<file path="src/rtl/gpu_pkg.sv">
// Shared GPU front-end definitions: operand-collector state encoding and the
// register-number to bank/row mapping used by the warp scheduler and register file.
package gpu_pkg;

  localparam int DEF_NUM_BANKS     = 4;
  localparam int DEF_REGS_PER_BANK = 16;
  localparam int DEF_DATA_W        = 64;
  localparam int DEF_WARP_ID_W     = 5;
  localparam int COLL_BANK_W       = $clog2(DEF_NUM_BANKS);
  localparam int COLL_ROW_W        = $clog2(DEF_REGS_PER_BANK);
  localparam int COLL_REG_W        = COLL_BANK_W + COLL_ROW_W;

  typedef enum logic [1:0] {
    COLL_IDLE    = 2'd0,
    COLL_ISSUE   = 2'd1,
    COLL_CAPTURE = 2'd2,
    COLL_OUT     = 2'd3
  } coll_state_e;

  // Low register bits pick the bank so consecutive registers spread across banks.
  function automatic logic [COLL_BANK_W-1:0] reg_to_bank(input logic [COLL_REG_W-1:0] r);
    return r[COLL_BANK_W-1:0];
  endfunction

  function automatic logic [COLL_ROW_W-1:0] reg_to_row(input logic [COLL_REG_W-1:0] r);
    return r[COLL_REG_W-1:COLL_BANK_W];
  endfunction

endpackage

</file>
<file path="src/rtl/gpu_operand_collector_if.sv">
// Request, bank-read and operand-output bundle of the operand collector.
// Both req_* and out_* use valid/ready: a transfer happens on a rising clk edge
// where valid && ready; the producer holds its payload stable until that edge.
interface gpu_operand_collector_if #(
  parameter int NUM_BANKS     = 4,
  parameter int REGS_PER_BANK = 16,
  parameter int DATA_W        = 64,
  parameter int WARP_ID_W     = 5
);
  localparam int BANK_W = $clog2(NUM_BANKS);
  localparam int ROW_W  = $clog2(REGS_PER_BANK);
  localparam int REG_W  = BANK_W + ROW_W;

  logic                        req_valid;
  logic                        req_ready;
  logic [WARP_ID_W-1:0]        req_warp;
  logic                        req_src1_en;
  logic [REG_W-1:0]            req_src1_reg;
  logic                        req_src2_en;
  logic [REG_W-1:0]            req_src2_reg;
  logic [NUM_BANKS-1:0]        bank_rd_en;
  logic [NUM_BANKS*ROW_W-1:0]  bank_rd_addr;
  logic [NUM_BANKS*DATA_W-1:0] bank_rd_data;
  logic                        out_valid;
  logic                        out_ready;
  logic [WARP_ID_W-1:0]        out_warp;
  logic [DATA_W-1:0]           out_op1;
  logic [DATA_W-1:0]           out_op2;
  logic [15:0]                 conflict_count;

  modport master (
    output req_valid, req_warp, req_src1_en, req_src1_reg, req_src2_en, req_src2_reg,
    input  req_ready,
    input  bank_rd_en, bank_rd_addr,
    output bank_rd_data,
    input  out_valid, out_warp, out_op1, out_op2, conflict_count,
    output out_ready
  );

  modport slave (
    input  req_valid, req_warp, req_src1_en, req_src1_reg, req_src2_en, req_src2_reg,
    output req_ready,
    output bank_rd_en, bank_rd_addr,
    input  bank_rd_data,
    output out_valid, out_warp, out_op1, out_op2, conflict_count,
    input  out_ready
  );
endinterface

</file>
<file path="src/rtl/gpu_bank_conflict_check.sv">
// Decides which pending operands may read their bank this cycle; src1 wins a
// bank clash, and a read of the same register by both operands is shared.
module gpu_bank_conflict_check #(
  parameter int BANK_W = 2,
  parameter int REG_W  = 6
) (
  input  logic             pend1,
  input  logic             pend2,
  input  logic [REG_W-1:0] reg1,
  input  logic [REG_W-1:0] reg2,
  output logic             issue1,
  output logic             issue2,
  output logic             shared,
  output logic             conflict
);
  logic both;
  logic same_bank;

  assign both      = pend1 && pend2;
  assign same_bank = (reg1[BANK_W-1:0] == reg2[BANK_W-1:0]);
  assign shared    = both && (reg1 == reg2);
  assign conflict  = both && same_bank && (reg1 != reg2);
  assign issue1    = pend1;
  assign issue2    = pend2 && !conflict;
endmodule

</file>
<file path="src/rtl/gpu_operand_collector.sv">
// Reads up to two source operands of one decoded instruction from the banked
// register file, serialising bank clashes, and hands them to execute.
module gpu_operand_collector
  import gpu_pkg::*;
#(
  parameter int NUM_BANKS     = DEF_NUM_BANKS,
  parameter int REGS_PER_BANK = DEF_REGS_PER_BANK,
  parameter int DATA_W        = DEF_DATA_W,
  parameter int WARP_ID_W     = DEF_WARP_ID_W
) (
  input  logic                   clk,
  input  logic                   rst_n,
  gpu_operand_collector_if.slave bus,
  output coll_state_e            state_dbg
);
  localparam int BANK_W = $clog2(NUM_BANKS);
  localparam int ROW_W  = $clog2(REGS_PER_BANK);
  localparam int REG_W  = BANK_W + ROW_W;

  coll_state_e                state_q, state_d;
  logic [WARP_ID_W-1:0]       warp_q;
  logic [REG_W-1:0]           reg1_q, reg2_q;
  logic                       pend1_q, pend2_q, iss1_q, iss2_q;
  logic [DATA_W-1:0]          op1_q, op2_q;
  logic [15:0]                conf_q;
  logic                       issue1, issue2, shared, conflict;
  logic [BANK_W-1:0]          bank1, bank2;
  logic [ROW_W-1:0]           row1, row2;
  logic [DATA_W-1:0]          data1, data2;
  logic [NUM_BANKS-1:0]       rd_en;
  logic [NUM_BANKS*ROW_W-1:0] rd_addr;
  logic                       accept, still_pending;

  assign bank1 = reg1_q[BANK_W-1:0];
  assign bank2 = reg2_q[BANK_W-1:0];
  assign row1  = reg1_q[REG_W-1:BANK_W];
  assign row2  = reg2_q[REG_W-1:BANK_W];
  assign data1 = bus.bank_rd_data[int'(bank1)*DATA_W +: DATA_W];
  assign data2 = bus.bank_rd_data[int'(bank2)*DATA_W +: DATA_W];

  assign accept        = (state_q == COLL_IDLE) && bus.req_valid;
  assign still_pending = (pend1_q && !iss1_q) || (pend2_q && !iss2_q);

  gpu_bank_conflict_check #(.BANK_W(BANK_W), .REG_W(REG_W)) u_conflict (
    .pend1   (pend1_q),
    .pend2   (pend2_q),
    .reg1    (reg1_q),
    .reg2    (reg2_q),
    .issue1  (issue1),
    .issue2  (issue2),
    .shared  (shared),
    .conflict(conflict)
  );

  always_comb begin
    state_d = state_q;
    case (state_q)
      COLL_IDLE:    if (bus.req_valid) state_d = (bus.req_src1_en || bus.req_src2_en) ? COLL_ISSUE : COLL_OUT;
      COLL_ISSUE:   state_d = COLL_CAPTURE;
      COLL_CAPTURE: state_d = still_pending ? COLL_ISSUE : COLL_OUT;
      COLL_OUT:     if (bus.out_ready) state_d = COLL_IDLE;
      default:      state_d = COLL_IDLE;
    endcase
  end

  // A shared read sits on bank1 == bank2, so the src1 branch already covers it.
  always_comb begin
    rd_en   = '0;
    rd_addr = '0;
    if (state_q == COLL_ISSUE) begin
      for (int b = 0; b < NUM_BANKS; b++) begin
        if (issue1 && (bank1 == BANK_W'(b))) begin
          rd_en[b]                     = 1'b1;
          rd_addr[b*ROW_W +: ROW_W]    = row1;
        end else if (issue2 && !shared && (bank2 == BANK_W'(b))) begin
          rd_en[b]                     = 1'b1;
          rd_addr[b*ROW_W +: ROW_W]    = row2;
        end
      end
    end
  end

  always_ff @(posedge clk or negedge rst_n) begin
    if (!rst_n) begin
      state_q <= COLL_IDLE;
      warp_q  <= '0;
      reg1_q  <= '0;
      reg2_q  <= '0;
      pend1_q <= 1'b0;
      pend2_q <= 1'b0;
      iss1_q  <= 1'b0;
      iss2_q  <= 1'b0;
      op1_q   <= '0;
      op2_q   <= '0;
      conf_q  <= '0;
    end else begin
      state_q <= state_d;
      if (accept) begin
        warp_q  <= bus.req_warp;
        reg1_q  <= bus.req_src1_reg;
        reg2_q  <= bus.req_src2_reg;
        pend1_q <= bus.req_src1_en;
        pend2_q <= bus.req_src2_en;
        iss1_q  <= 1'b0;
        iss2_q  <= 1'b0;
        op1_q   <= '0;
        op2_q   <= '0;
      end
      if (state_q == COLL_ISSUE) begin
        iss1_q <= issue1;
        iss2_q <= issue2;
        if (conflict && (conf_q != 16'hFFFF)) conf_q <= conf_q + 16'd1;
      end
      if (state_q == COLL_CAPTURE) begin
        iss1_q <= 1'b0;
        iss2_q <= 1'b0;
        if (iss1_q) begin
          op1_q   <= data1;
          pend1_q <= 1'b0;
        end
        if (iss2_q) begin
          op2_q   <= data2;
          pend2_q <= 1'b0;
        end
      end
    end
  end

  assign bus.req_ready      = (state_q == COLL_IDLE);
  assign bus.bank_rd_en     = rd_en;
  assign bus.bank_rd_addr   = rd_addr;
  assign bus.out_valid      = (state_q == COLL_OUT);
  assign bus.out_warp       = warp_q;
  assign bus.out_op1        = op1_q;
  assign bus.out_op2        = op2_q;
  assign bus.conflict_count = conf_q;
  assign state_dbg          = state_q;
endmodule

</file>
<file path="src/flat_wrapper.sv">
// flat-port wrapper written by rule: the top's interface ports become plain ports
module gpu_operand_collector_flat import gpu_pkg::*;
#(
  parameter int NUM_BANKS     = DEF_NUM_BANKS,
  parameter int REGS_PER_BANK = DEF_REGS_PER_BANK,
  parameter int DATA_W        = DEF_DATA_W,
  parameter int WARP_ID_W     = DEF_WARP_ID_W
)
  (clk, rst_n, state_dbg, bus_req_valid, bus_req_warp, bus_req_src1_en, bus_req_src1_reg, bus_req_src2_en, bus_req_src2_reg, bus_req_ready, bus_bank_rd_en, bus_bank_rd_addr, bus_bank_rd_data, bus_out_valid, bus_out_warp, bus_out_op1, bus_out_op2, bus_conflict_count, bus_out_ready);
  gpu_operand_collector_if #(.NUM_BANKS(NUM_BANKS), .REGS_PER_BANK(REGS_PER_BANK), .DATA_W(DATA_W), .WARP_ID_W(WARP_ID_W)) bus_i ();
  input  logic clk;
  input  logic rst_n;
  output coll_state_e state_dbg;
  input wire logic [$bits(bus_i.req_valid)-1:0] bus_req_valid;
  input wire logic [$bits(bus_i.req_warp)-1:0] bus_req_warp;
  input wire logic [$bits(bus_i.req_src1_en)-1:0] bus_req_src1_en;
  input wire logic [$bits(bus_i.req_src1_reg)-1:0] bus_req_src1_reg;
  input wire logic [$bits(bus_i.req_src2_en)-1:0] bus_req_src2_en;
  input wire logic [$bits(bus_i.req_src2_reg)-1:0] bus_req_src2_reg;
  output wire logic [$bits(bus_i.req_ready)-1:0] bus_req_ready;
  output wire logic [$bits(bus_i.bank_rd_en)-1:0] bus_bank_rd_en;
  output wire logic [$bits(bus_i.bank_rd_addr)-1:0] bus_bank_rd_addr;
  input wire logic [$bits(bus_i.bank_rd_data)-1:0] bus_bank_rd_data;
  output wire logic [$bits(bus_i.out_valid)-1:0] bus_out_valid;
  output wire logic [$bits(bus_i.out_warp)-1:0] bus_out_warp;
  output wire logic [$bits(bus_i.out_op1)-1:0] bus_out_op1;
  output wire logic [$bits(bus_i.out_op2)-1:0] bus_out_op2;
  output wire logic [$bits(bus_i.conflict_count)-1:0] bus_conflict_count;
  input wire logic [$bits(bus_i.out_ready)-1:0] bus_out_ready;
  assign bus_i.req_valid = bus_req_valid;
  assign bus_i.req_warp = bus_req_warp;
  assign bus_i.req_src1_en = bus_req_src1_en;
  assign bus_i.req_src1_reg = bus_req_src1_reg;
  assign bus_i.req_src2_en = bus_req_src2_en;
  assign bus_i.req_src2_reg = bus_req_src2_reg;
  assign bus_req_ready = bus_i.req_ready;
  assign bus_bank_rd_en = bus_i.bank_rd_en;
  assign bus_bank_rd_addr = bus_i.bank_rd_addr;
  assign bus_i.bank_rd_data = bus_bank_rd_data;
  assign bus_out_valid = bus_i.out_valid;
  assign bus_out_warp = bus_i.out_warp;
  assign bus_out_op1 = bus_i.out_op1;
  assign bus_out_op2 = bus_i.out_op2;
  assign bus_conflict_count = bus_i.conflict_count;
  assign bus_i.out_ready = bus_out_ready;
  gpu_operand_collector #(.NUM_BANKS(NUM_BANKS), .REGS_PER_BANK(REGS_PER_BANK), .DATA_W(DATA_W), .WARP_ID_W(WARP_ID_W)) u_core (.clk(clk), .rst_n(rst_n), .bus(bus_i), .state_dbg(state_dbg));
endmodule
</file>
<file path="config.mk">
export PLATFORM = sky130hd
export DESIGN_NAME = gpu_operand_collector_flat
export DESIGN_NICKNAME = d
export VERILOG_FILES = /design/src/rtl/gpu_pkg.sv /design/src/rtl/gpu_operand_collector_if.sv /design/src/rtl/gpu_bank_conflict_check.sv /design/src/rtl/gpu_operand_collector.sv /design/src/flat_wrapper.sv
export SDC_FILE = /design/constraint.sdc
export NUM_CORES = 1
export LEC_CHECK = 0
export ABC_CLOCK_PERIOD_IN_PS = 5400
export BUFFER_PORTS_ARGS = -buffer_cell sky130_fd_sc_hd__clkbuf_2
export CORE_AREA = 2 2 177 179
export CTS_CLUSTER_DIAMETER = 30
export DETAILED_ROUTE_END_ITERATION = 6
export DIE_AREA = 0 0 179 181
export GPL_ROUTABILITY_DRIVEN = 0
export PLACE_DENSITY_LB_ADDON = 0.3
export SYNTH_ARGS = -nofsm -noshare
export SYNTH_HDL_FRONTEND = slang
export SYNTH_SLANG_ARGS = --single-unit
</file>
<file path="constraint.sdc">
create_clock -name clk -period 5.4 [get_ports clk]
set_input_delay 1.08 -clock clk [delete_from_list [all_inputs] [get_ports clk]]
set_output_delay 1.08 -clock clk [all_outputs]
set_load 0.03 [all_outputs]
</file>
Word-level counts from Yosys, hierarchy flattened
Cells that the tools add are included.
- add/subtract/negate cells: 1
- multipliers: 0
- div/mod/pow operators: 0
- $lt $le $gt $ge: 0
- eq/ne operators: 15
- shift-type cells: 2
- multiplexer cells: 40
- bitwise operators: 0
- reductions and logical operators: 30
- operators with widths (kind ; count):
    $shiftx 256x9->64 ; 2
    $mux 64 ; 6
    $mux 4 ; 9
    $mux 1 ; 19
    $logic_and 1x1->1 ; 18
    $add 16x1->16 const B ; 1
    $mux 16 ; 1
    $ne 16x16->1 const B ; 1
    $eq 2x2->1 const B ; 6
    $mux 2 ; 4
    $pmux 2 s4 ; 1
    $eq 2x1->1 const B ; 3
    $eq 6x6->1 ; 1
    $logic_not 2->1 ; 3
    $ne 6x6->1 ; 1
    $logic_not 1->1 ; 4
    $reduce_and 2->1 ; 2
    $reduce_bool 3->1 ; 1
    $eq 2x2->1 ; 1
    $logic_or 1x1->1 ; 2
    $ne 2x1->1 const B ; 1
    $ne 2x2->1 const B ; 1
- bits in registers: 167
- latch bits: 0
- RAM bits: 0
- memory bits (read-only): 0
- memories kept: 0

Logic depth before layout (Yosys ltp)
- word-level depth: 10
- mapped depth: 8
- mapped depth without buffers: 6

Modules after synthesis
Synthesis repeated with hierarchy kept, for this count alone.
- cell total of the unflattened synthesis: 653
- area total of the unflattened synthesis: 9809.4 µm²
- by module, submodules not included (module ; times used ; cells each ; area an instance (µm²)):
    gpu_operand_collector ; 1 ; 640 ; 9708.1
    gpu_bank_conflict_check ; 1 ; 13 ; 101.3

Worst setup path after synthesis
OpenSTA, ideal clock, no wires.
- kind: register to output
- start: register u_core.reg1_q[0]
- end: output port bus_bank_rd_addr[10]
- data arrival time: 1.775 ns
- data required time: 4.320 ns
- slack: 2.545 ns
- cell stages (with the launch flop): 8
- path through: dfrtp_1 buf_2 buf_4 buf_6 nand3b_1 o21ai_1 nand2_1 nor2_1
- cells in the longest elaborated chain, start to end: 10
- elaborated cells between the ends (all ways): 16
- RTL lines (element ; RTL line ; source):
    start, declared ; gpu_operand_collector.sv:22 ; logic [REG_W-1:0] reg1_q, reg2_q;
    start signal, assigned ; gpu_operand_collector.sv:100 ; reg1_q <= bus.req_src1_reg;
    $eq 2x2->1 ; gpu_bank_conflict_check.sv:20 ; assign same_bank = (reg1[BANK_W-1:0] == reg2[BANK_W-1:0]);
    $logic_and 1x1->1 (2 in series) ; gpu_bank_conflict_check.sv:22 ; assign conflict = both && same_bank && (reg1 != reg2);
    $logic_not 1->1 ; gpu_bank_conflict_check.sv:24 ; assign issue2 = pend2 && !conflict;
    $logic_and 1x1->1 ; gpu_bank_conflict_check.sv:24 ;
    $logic_and 1x1->1 (2 in series) ; gpu_operand_collector.sv:75 ; end else if (issue2 && !shared && (bank2 == BANK_W'(b))) begin
    $mux 4 ; gpu_operand_collector.sv:75 ;
    $mux 4 (*) ; gpu_operand_collector.sv:72 ; if (issue1 && (bank1 == BANK_W'(b))) begin
    $mux 16 (*) ; gpu_operand_collector.sv:70 ; if (state_q == COLL_ISSUE) begin
    end, declared ; flat_wrapper.sv:22 ; output wire logic [$bits(bus_i.bank_rd_addr)-1:0] bus_bank_rd_addr;
Every way passes the cells marked *; elsewhere a longest branch is shown, timed or not.

Worst setup path in the final report
- start: register u_core.reg1_q[0]
- end: output port bus_bank_rd_addr[7]
The elaborated chain is that of the path after synthesis.

==> metrics.md <==
| Metric | Value |
|---|---|
| HPWL after detailed placement | `~24000 µm` |
| Slowest cell on the critical path | `dfrtp_4` |
| H-tree levels | `4` |
| Final hold violation count | `0` |
| Ys Warns | `0` |
| DR vias | `~8.2k` |
| Total setup buffers inserted after CTS | `0` |
| Total CTS buffers | `17` |
| Drt wl/cell | `around 21 µm` |
| CP Cell Sequence | `nand3b_1, o21ai_0, nand2_1, nor2_1, clkbuf_2` |
| Setup crit start | `u_core.reg1_q[0]` |
| Hold Path Class | `register to register` |
| #FFs+latches synth | `~170` |
| Post-synth ARST share | `1.00` |
| Number of buffers and inverters on the critical path | `1` |
| Min Tclk post-route | `between 3000 and 4000 ps` |
| Routed Antenna Nets | `0` |
| Synthesized area | `slightly below 0.01 mm²` |
| Max_cap viols | `0` |
| Initial antenna violation count | `3` |
| Post-synth net total | `974` |
| Endpoints failing setup | `0` |
| CTS max path bufs | `2` |
| DRT Pass-1 Iters | `4` |
| Number of global-route vias before repair | `8633` |
| Root Driver | `clkbuf_16` |
| Synth Area in Compound Gates | `0.123` |
| Critical path's top delay family | `flip-flops` |
| Worst EP arrival | `between 2000 and 2500 ps` |
| Simple-Gate Fraction of Synth Area | `0.0738` |
| Number of port buffers | `roughly 450` |
| EDFF count, synth | `0` |
| Post-CTS sizing | `0` |
| Fill count | `about 2.9k` |
| First-pass GRT wire length | `slightly below 50000 µm` |
| Core area | `just over 0.03 mm²` |
| Max Fclk | `~280 MHz` |
| Synth cell types | `between 40 and 50` |
| DR iter-0 viols | `between 300 and 400` |
| XOR/XNOR share of the synthesized area | `0.0171` |
| Post-Syn Instances | `~700` |
| Maximum VDD drop | `roughly 360 µV` |
| Syn-to-layout area delta | `32.1%` |
| Critical Path RT | `roughly 4300 ps` |
| Number of remaining DRC errors | `0` |
| Final WL | `between 30000 and 40000 µm` |
| CTS sink count | `roughly 170` |
| Initial core utilization | `0.321` |
| Die X | `about 180 µm` |
| Rows | `between 60 and 70` |
| Outcome | `finished, final reports clean` |
| Slew HR | `0.383` |
| Final Cycle Share | `0.659` |
| Pleak | `between 6 and 7 nW` |
| Crit path max fanout | `37` |
| Finished Layout Cells | `1517` |
| Mux contribution to synthesized area | `0.315` |
| Die Y | `181 µm` |
| Setup TNS | `0 ps` |
| Inst Count DP | `about 1.5k` |
| Seq/Total Area, Yosys | `0.428` |
| Worst setup EP type | `output pin` |
| Grt total ovfl | `0` |
| Primary FF master, synth | `dfrtp_1` |
| Io pins | `around 450` |
| Kind of critical path | `register to output pin` |
| RSZ-0062 raised after global routing | `no` |
| Layout cells sized above 1 | `0.572` |
| Syn Area/Cell | `about 14 µm²` |
| FF-to-FF Start | `u_core.reg1_q[0]` |
| CP max stage delay | `890 ps` |
| Adder and majority gate portion of the synthesized area | `0.00641` |
| Clk slew on worst S/H paths | `roughly 70 ps` |
| Clock skew | `approximately 18 ps` |
| Worst slew pin tran | `just over 900 ps` |
| Largest net degree at the start of global routing | `91` |
| Die ar. | `between 0.03 and 0.04 mm²` |
| Slew Viols, Final | `0` |
| Main combinational cell family by area after synthesis | `multiplexers` |
| Total track usage | `0.196` |
| CTS tree | `yes` |
| Vias per cell | `around 5.4` |
| Nets | `1389` |
| Cts hold-fix bufs | `0` |
| Hold Startpoint | `u_core.bus.out_warp[2]` |
| Worst skew pair latency | `430 ps` |
| Pwr/cell area | `a little under 600 mW/mm²` |
| Startpoint Class | `register` |
cell usage in the layout, fill, tap and decap left out, drive strengths merged:
cell type / instances
a21oi: 4
a22o: 128
and2: 3
and3: 4
and4: 2
buf: 11
clkbuf: 470
clkinv: 3
clkinvlp: 1
dfrtp: 167
diode: 3
ha: 5
inv: 17
mux2: 3
mux2i: 16
mux4: 128
nand2: 72
nand2b: 1
nand3: 10
nand3b: 2
nand4: 2
nor2: 21
nor2b: 2
nor3: 10
nor3b: 3
nor4: 3
nor4b: 1
o21ai: 8
o311ai: 1
o32a: 1
xnor2: 4
xor2: 15
worst register-to-register path, delay by kind of cell (launching register included):
kind | cells | cell delay (ps)
xor gates and xnor gates | 1 | 200
and+or+nand+nor | 3 | 730
muxes | 1 | 360
buffers and inverters | 1 | 650
DFF | 1 | 890
per-stage QoR:
stage / total power [mW] / util / hold WS, ps / area (µm²) / setup WS, ps
4_1_cts: 7.60 / 0.424 / 485 / 12900 / 1760
6_report: 7.49 / 0.424 / 484 / 12900 / 1840
3_3_place_gp: 6.35 / 0.406 / 464 / 12300 / 2160
5_1_grt: 7.92 / 0.424 / 496 / 12900 / 1610
2_1_floorplan: 5.16 / - / 459 / 9750 / 2550
3_5_place_dp: 6.38 / 0.406 / 461 / 12300 / 2100
flip-flops by register name (all words and copies together) (netlist names):
register / cells
u_core.bus.out_warp: 5
u_core.state_dbg: 2
u_core.reg2_q: 6
u_core.iss1_q: 1
u_core.bus.out_op2: 64
u_core.reg1_q: 6
u_core.pend1_q: 1
u_core.pend2_q: 1
u_core.bus.out_op1: 64
u_core.bus.conflict_count: 16
u_core.iss2_q: 1
layout make-up:
cell class | count | area (µm²) | share of cell area
inverter | 9 | 33.8 | 0.00262
clock buffer | 20 | 447 | 0.0347
multi-input combinational | 449 | 5240 | 0.407
tap | 396 | 495 | 0.0385
clock inverter | 12 | 111 | 0.00864
antenna | 3 | 7.51 | 0.000583
timing repair buffer | 461 | 2350 | 0.182
sequential | 167 | 4190 | 0.326
where the power goes:
part           switching (mW)  leakage [nW]  internal, mW  total [mW]
Clock                   0.563         0.272         0.622        1.18
Combinational            2.25          3.87          1.67        3.92
Sequential              0.624          2.28          1.76        2.38
Total                    3.44          6.42          4.06        7.49
logic make-up (layout without fill, tap and decap cells):
logic type	after synthesis	after routing
compound gates	142	142
other cells	0	3
simple gates	136	136
fa+ha+maj	5	5
xor+xnor	19	19
flops	167	167
mux	147	147
buf+inv	74	502
layer usage:
metal  global-route usage  wire length, µm  vias up
met2                0.335            16200      380
met5                    0                0        -
li1                     -                -     3603
met4               0.0715              835        0
met1                0.240            12600     4138
met3               0.0446             2390       47
cells in the mapped netlist (2+ instances only):
cell        n  area (µm²)
and3_1      4        25.0
inv_1       9        33.8
xor2_1     15         131
dfrtp_1   167        4180
buf_2      25         125
nand2_1    72         270
mux2i_1    16         160
buf_4       3        22.5
buf_6       4        45.0
clkbuf_1   29         109
nor4_4      2        42.5
nor3_4      2        32.5
ha_1        5        62.6
a22o_1    128        1120
and2_1      3        18.8
mux2_1      3        33.8
xnor2_1     4        35.0
a21oi_1     4        20.0
nor2b_1     2        12.5
nand3_4     2        35.0
o21ai_0     6        30.0
nor3b_1     2        15.0
nand3b_1    2        15.0
mux4_2    128        2880
nor2_1     19        71.3
nor3_1      8        40.0
nand3_1     7        35.0
buf_1       4        15.0
o21ai_1     2        10.0
path summary, 6_finish.rpt:
| check | endpoint | depth (start not counted) | slack, ps |
|---|---|---|---|
| worst max-delay path | bus_bank_rd_addr[7] | 5 | 1840 |
| worst min-delay path | u_core.bus.out_warp[2] | 2 | 480 |
| worst max register to register | u_core.bus.conflict_count[15] | 6 | 2440 |
| worst min register to register | u_core.bus.out_warp[2] | 2 | 480 |
| max in group asynchronous | u_core.reg1_q[0] | 2 | 3750 |
| min in group asynchronous | u_core.bus.conflict_count[9] | 1 | 680 |
No activity file was read; power rests on OpenSTA's default activity.
